===== config.mk =====
export PLATFORM = sky130hd
export DESIGN_NAME = snn_to_ann_conv_ctrl
export DESIGN_NICKNAME = d
export VERILOG_FILES = /design/src/rtl/snn_ann_pkg.sv /design/src/rtl/snn_to_ann_single_neuron.sv /design/src/rtl/snn_to_ann_conv_ctrl.sv
export SDC_FILE = /design/constraint.sdc
export NUM_CORES = 1
export LEC_CHECK = 0
export ABC_CLOCK_PERIOD_IN_PS = 3800
export CAP_MARGIN = 10
export CORE_UTILIZATION = 56
export DETAILED_ROUTE_END_ITERATION = 8
export GPL_TIMING_DRIVEN = 0
export PLACE_DENSITY_LB_ADDON = 0.05
export SLEW_MARGIN = 25
export SYNTH_ARGS = -nofsm -noshare
export SYNTH_HDL_FRONTEND = slang
export SYNTH_HIERARCHICAL = 1
export SYNTH_SLANG_ARGS = --single-unit
export TNS_END_PERCENT = 30

===== constraint.sdc =====
create_clock -name clk -period 3.8 [get_ports clk]
set_clock_uncertainty 0.15 [all_clocks]
set_input_delay 0.76 -clock clk [delete_from_list [all_inputs] [get_ports clk]]
set_output_delay 0.76 -clock clk [all_outputs]
set_load 0.02 [all_outputs]

===== src/rtl/snn_ann_pkg.sv =====
// ============================================================================
// snn_ann_pkg : shared constants, FSM encoding and spike-count helper for the
//               SNN->ANN frame sequencer.  Rev 1.0
// ============================================================================
`default_nettype none

package snn_ann_pkg;

    localparam int TIMESTEPS = 4;
    localparam int ANN_W     = 3;

    typedef enum logic [1:0] {
        COLLECT = 2'd0,
        ISSUE   = 2'd1,
        PRESENT = 2'd2
    } state_t;

    function automatic logic [ANN_W-1:0] spike_count(input logic [TIMESTEPS-1:0] spikes);
        logic [ANN_W-1:0] acc;
        acc = '0;
        for (int k = 0; k < TIMESTEPS; k++) begin
            acc = acc + {{(ANN_W-1){1'b0}}, spikes[k]};
        end
        return acc;
    endfunction

endpackage

`default_nettype wire


===== src/rtl/snn_to_ann_single_neuron.sv =====
// ============================================================================
// snn_to_ann_single_neuron : counts the spikes of one neuron over four
//                            timesteps; result registered and held.  Rev 1.0
// ============================================================================
`default_nettype none

module snn_to_ann_single_neuron
    import snn_ann_pkg::*;
#(
    parameter int WIDTH = 3
) (
    input  logic             clk,
    input  logic             rst_n,
    input  logic             valid_in,
    input  logic [3:0]       spikes_in,
    output logic             valid_out,
    output logic [WIDTH-1:0] ann_out
);

    always_ff @(posedge clk) begin
        if (!rst_n) begin
            valid_out <= 1'b0;
            ann_out   <= '0;
        end else begin
            valid_out <= valid_in;
            if (valid_in) begin
                ann_out <= WIDTH'(spike_count(spikes_in));
            end
        end
    end

endmodule

`default_nettype wire


===== src/rtl/snn_to_ann_conv_ctrl.sv =====
// ============================================================================
// snn_to_ann_conv_ctrl : buffers one frame of spike vectors, then drains
//                        per-neuron spike counts through one shared converter.
//                        Rev 1.0
// ============================================================================
`default_nettype none

module snn_to_ann_conv_ctrl
    import snn_ann_pkg::*;
#(
    parameter int NUM_NEURONS = 16,
    parameter int TIMESTEPS   = snn_ann_pkg::TIMESTEPS,
    parameter int ANN_W       = snn_ann_pkg::ANN_W,
    parameter int IDX_W       = $clog2(NUM_NEURONS)
) (
    input  logic                   clk,
    input  logic                   rst_n,
    input  logic                   clr,
    input  logic                   spk_valid,
    output logic                   spk_ready,
    input  logic [NUM_NEURONS-1:0] spk_vec,
    output logic                   ann_valid,
    input  logic                   ann_ready,
    output logic [ANN_W-1:0]       ann_data,
    output logic [IDX_W-1:0]       ann_idx,
    output logic                   ann_last,
    output logic                   busy
);

    localparam int               TW     = $clog2(TIMESTEPS);
    localparam logic [TW-1:0]    T_LAST = TW'(TIMESTEPS - 1);
    localparam logic [IDX_W-1:0] N_LAST = IDX_W'(NUM_NEURONS - 1);

    if (TIMESTEPS != 4) begin : g_bad_timesteps
        $error("snn_to_ann_conv_ctrl: TIMESTEPS must be 4");
    end
    if (NUM_NEURONS < 2) begin : g_bad_neurons
        $error("snn_to_ann_conv_ctrl: NUM_NEURONS must be >= 2");
    end
    if (ANN_W != $clog2(TIMESTEPS) + 1) begin : g_bad_ann_w
        $error("snn_to_ann_conv_ctrl: ANN_W must equal clog2(TIMESTEPS)+1");
    end

    state_t                 state;
    state_t                 state_nxt;
    logic [TW-1:0]          t;
    logic [TW-1:0]          t_nxt;
    logic [IDX_W-1:0]       n;
    logic [IDX_W-1:0]       n_nxt;
    logic [NUM_NEURONS-1:0] spk_buf [TIMESTEPS];

    logic                   conv_valid;
    logic [3:0]             conv_spikes;
    logic [ANN_W-1:0]       conv_out;
    logic                   unused_conv_valid_out;

    always_ff @(posedge clk) begin
        if (!rst_n) begin
            state <= COLLECT;
            t     <= '0;
            n     <= '0;
        end else begin
            state <= state_nxt;
            t     <= t_nxt;
            n     <= n_nxt;
        end
    end

    // Frame buffer has no reset; contents are only meaningful after a full frame.
    always_ff @(posedge clk) begin
        if (rst_n && !clr && spk_valid && (state == COLLECT)) begin
            spk_buf[t] <= spk_vec;
        end
    end

    always_comb begin
        state_nxt = state;
        t_nxt     = t;
        n_nxt     = n;
        if (clr) begin
            state_nxt = COLLECT;
            t_nxt     = '0;
            n_nxt     = '0;
        end else begin
            case (state)
                COLLECT: begin
                    if (spk_valid) begin
                        if (t == T_LAST) begin
                            t_nxt     = '0;
                            n_nxt     = '0;
                            state_nxt = ISSUE;
                        end else begin
                            t_nxt = t + 1'b1;
                        end
                    end
                end
                ISSUE: begin
                    state_nxt = PRESENT;
                end
                PRESENT: begin
                    if (ann_ready) begin
                        if (n == N_LAST) begin
                            state_nxt = COLLECT;
                        end else begin
                            n_nxt     = n + 1'b1;
                            state_nxt = ISSUE;
                        end
                    end
                end
                default: begin
                    state_nxt = COLLECT;
                end
            endcase
        end
    end

    // Transpose: converter input bit k is neuron n's spike at timestep k.
    always_comb begin
        conv_spikes = '0;
        for (int k = 0; k < TIMESTEPS; k++) begin
            conv_spikes[k] = spk_buf[k][n];
        end
    end

    assign conv_valid = (state == ISSUE);

    snn_to_ann_single_neuron #(
        .WIDTH (ANN_W)
    ) u_conv (
        .clk       (clk),
        .rst_n     (rst_n),
        .valid_in  (conv_valid),
        .spikes_in (conv_spikes),
        .valid_out (unused_conv_valid_out),
        .ann_out   (conv_out)
    );

    assign spk_ready = (state == COLLECT);
    assign ann_valid = (state == PRESENT);
    assign busy      = (state != COLLECT);
    assign ann_data  = conv_out;
    assign ann_idx   = n;
    assign ann_last  = ann_valid && (n == N_LAST);

endmodule

`default_nettype wire


==> metrics.csv <==
stage,metric,value,unit
setup_path,Worst EP required,3890,ps
sta,Worst-Margin Slew,843,ps
clocking,total CTS buffers,9,
setup_path,Setup CP Type,register to register,
clocking,H-Tree Depth,3,
routing,WL/cell,19.1,µm
grt,vias in the first global route,1900,
final_layout,post-layout util,0.715,
routing,vias after detailed routing,1798,
clocking,Root Buffer,clkbuf_8,
placement,GP Congestion,0.782,
routing,Max Used Layer,met4,
floorplanning,Core Region,5270,µm²
sta,Final Setup Violations,0,
final_layout,final instance area,3770,µm²
sta,Max Clk Rate,339,MHz
sta,Rel. slew slack,0.438,
placement,DP Area,3560,µm²
final_layout,P&R area growth vs syn,19.1,%
setup_path,"delay-heaviest family, CP",adder cells,
routing,Antenna Nets Post-Route,0,
clocking,CTS Buffer Depth,2,
grt,global-route wire length before repair,9690,µm
final_layout,antenna cells,0,
power,total design power,1.58,mW
power,leakage,1.27,nW
clocking,CTS tree,built,
routing,final WL,5940,µm
synth,synthesized cell area,3160,µm²
placement,Place WS,535,ps
setup_path,buffers plus inverters on the worst setup path,4,
routing,drc violations,0,
floorplanning,Initial Utilization,0.600,
routing,metal2 WL,2960,µm
setup_path,crit start category,register,
floorplanning,IO Pins,32,
final_layout,NumNets Final,265,
sta,fin crit share,0.776,
setup_path,crit-path max FO,10,
sta,RSZ-0062 raised after global routing,false,
setup_path,R2R cell count,12,
clocking,post-cts hold buffer count,0,
setup_path,CP Depth,12,
power,power per cell area,419,nW/µm²
floorplanning,Rows,26,
routing,M1 WL,2560,µm
routing,WL met3,325,µm
placement,hpwl dp,3980,µm
grt,antenna violations before repair,0,
floorplanning,Die W,77.1,µm
routing,Pre-antenna DRT Iters,4,
placement,placed instance count,295,
setup_path,R2R Setup Slk,850,ps
min_path,number of cells on the worst hold path,2,
run_status,outcome,"finished, final reports clean",
grt,Total Routing Usage GR,0.225,
sta,final hold violations,0,
synth,post-synth net total,223,
sta,setup TNS,0,ps
synth,Avg Inst Size Synth,16.3,µm²
sta,crit path time final,2950,ps
job,max cap viols,0,
clocking,clock sinks,75,
setup_path,worst-path cell chain,"buf_6, buf_2, o22ai_1, a31o_2, a21oi_1, inv_1, fa_1, inv_1, ha_1, ha_1, mux2i_1, nor2b_1",
sta,max-slew violations,0,
clocking,worst skew pair latency,340,ps
sta,final worst slack,851,ps
placement,IO buf count,31,
final_layout,layout cells sized above 1,0.137,
min_path,Hold Crit Class,register to register,
setup_path,slowest stage cell on the critical path,fa_1,
grt,largest net degree at the start of global routing,17,
routing,DRT iter0 DRCs,158,
clocking,PostCTS Resize Cnt,0,
clocking,postcts setup bufs,0,
floorplanning,Die Ht,77.1,µm
synth,Synth warnings,6,
sta,hold_ws,382,ps
routing,Vias/cell,5.78,
clocking,Clock Pin Slew Worst Setup and Hold Paths,80,ps
setup_path,CP Capture Type,register,
floorplanning,Die Area,5950,µm²
setup_path,"Arr. time, crit path",3030,ps
grt,total grt overflow,0,
power,Peak supply drop,295,µV
final_layout,final cell count without fillers,311,
setup_path,"slowest stage delay, CP",530,ps
synth,Post-Synthesis Cells,194,
-- worst min-delay path, cell delays in order (launching register included) --
cell     delay, ps
dfxtp_1        310
mux2i_1        120
nor2b_1         60
-- metal layers --
layer / track usage / up-vias
met5: 0 / -
li1: - / 833
met1: 0.295 / 883
met3: 0.0417 / 13
met2: 0.358 / 69
met4: 0.121 / 0
-- power breakdown --
part / internal, mW / leakage [nW] / switching [mW]
logic: 0.0255 / 0.506 / 0.0221
registers: 0.899 / 0.667 / 0.00252
clock network: 0.313 / 0.0984 / 0.314
-- cell type report --
| class | count | area (µm²) |
|---|---|---|
| Sequential cell | 75 | 2140 |
| Fill cell | 372 | 1500 |
| Multi-Input combinational cell | 99 | 923 |
| Timing Repair Buffer | 31 | 310 |
| Clock buffer | 9 | 124 |
| Tap cell | 70 | 87.6 |
| Clock inverter | 7 | 82.6 |
| Buffer | 8 | 51.3 |
| Inverter | 12 | 45.0 |
-- final timing paths --
path / to / startpoint
setup / recovery: u_conv/ann_out[1] / ann_idx[0]
hold / removal: u_conv/ann_out[2] / u_conv/ann_out[2]
setup reg to reg: u_conv/ann_out[1] / ann_idx[0]
hold reg to reg: u_conv/ann_out[2] / u_conv/ann_out[2]
-- sequential cells by signal (all words and copies together), names as in the netlist --
name / cells
spk_buf: 64
ann_idx: 4
u_conv/ann_out: 3
state: 2
t: 2
-- placed cells by master (no fill, tap or decap), types with 7 or more instances in the layout --
master	instances
a21oi_1	9
clkbuf_8	9
clkdlybuf4s50_1	31
dfxtp_1	11
edfxtp_1	64
ha_1	7
inv_1	12
mux2i_1	10
mux4_1	9
nand2_1	9
nand3_1	8
nor2_1	7
(Power assumes the default switching activity.)
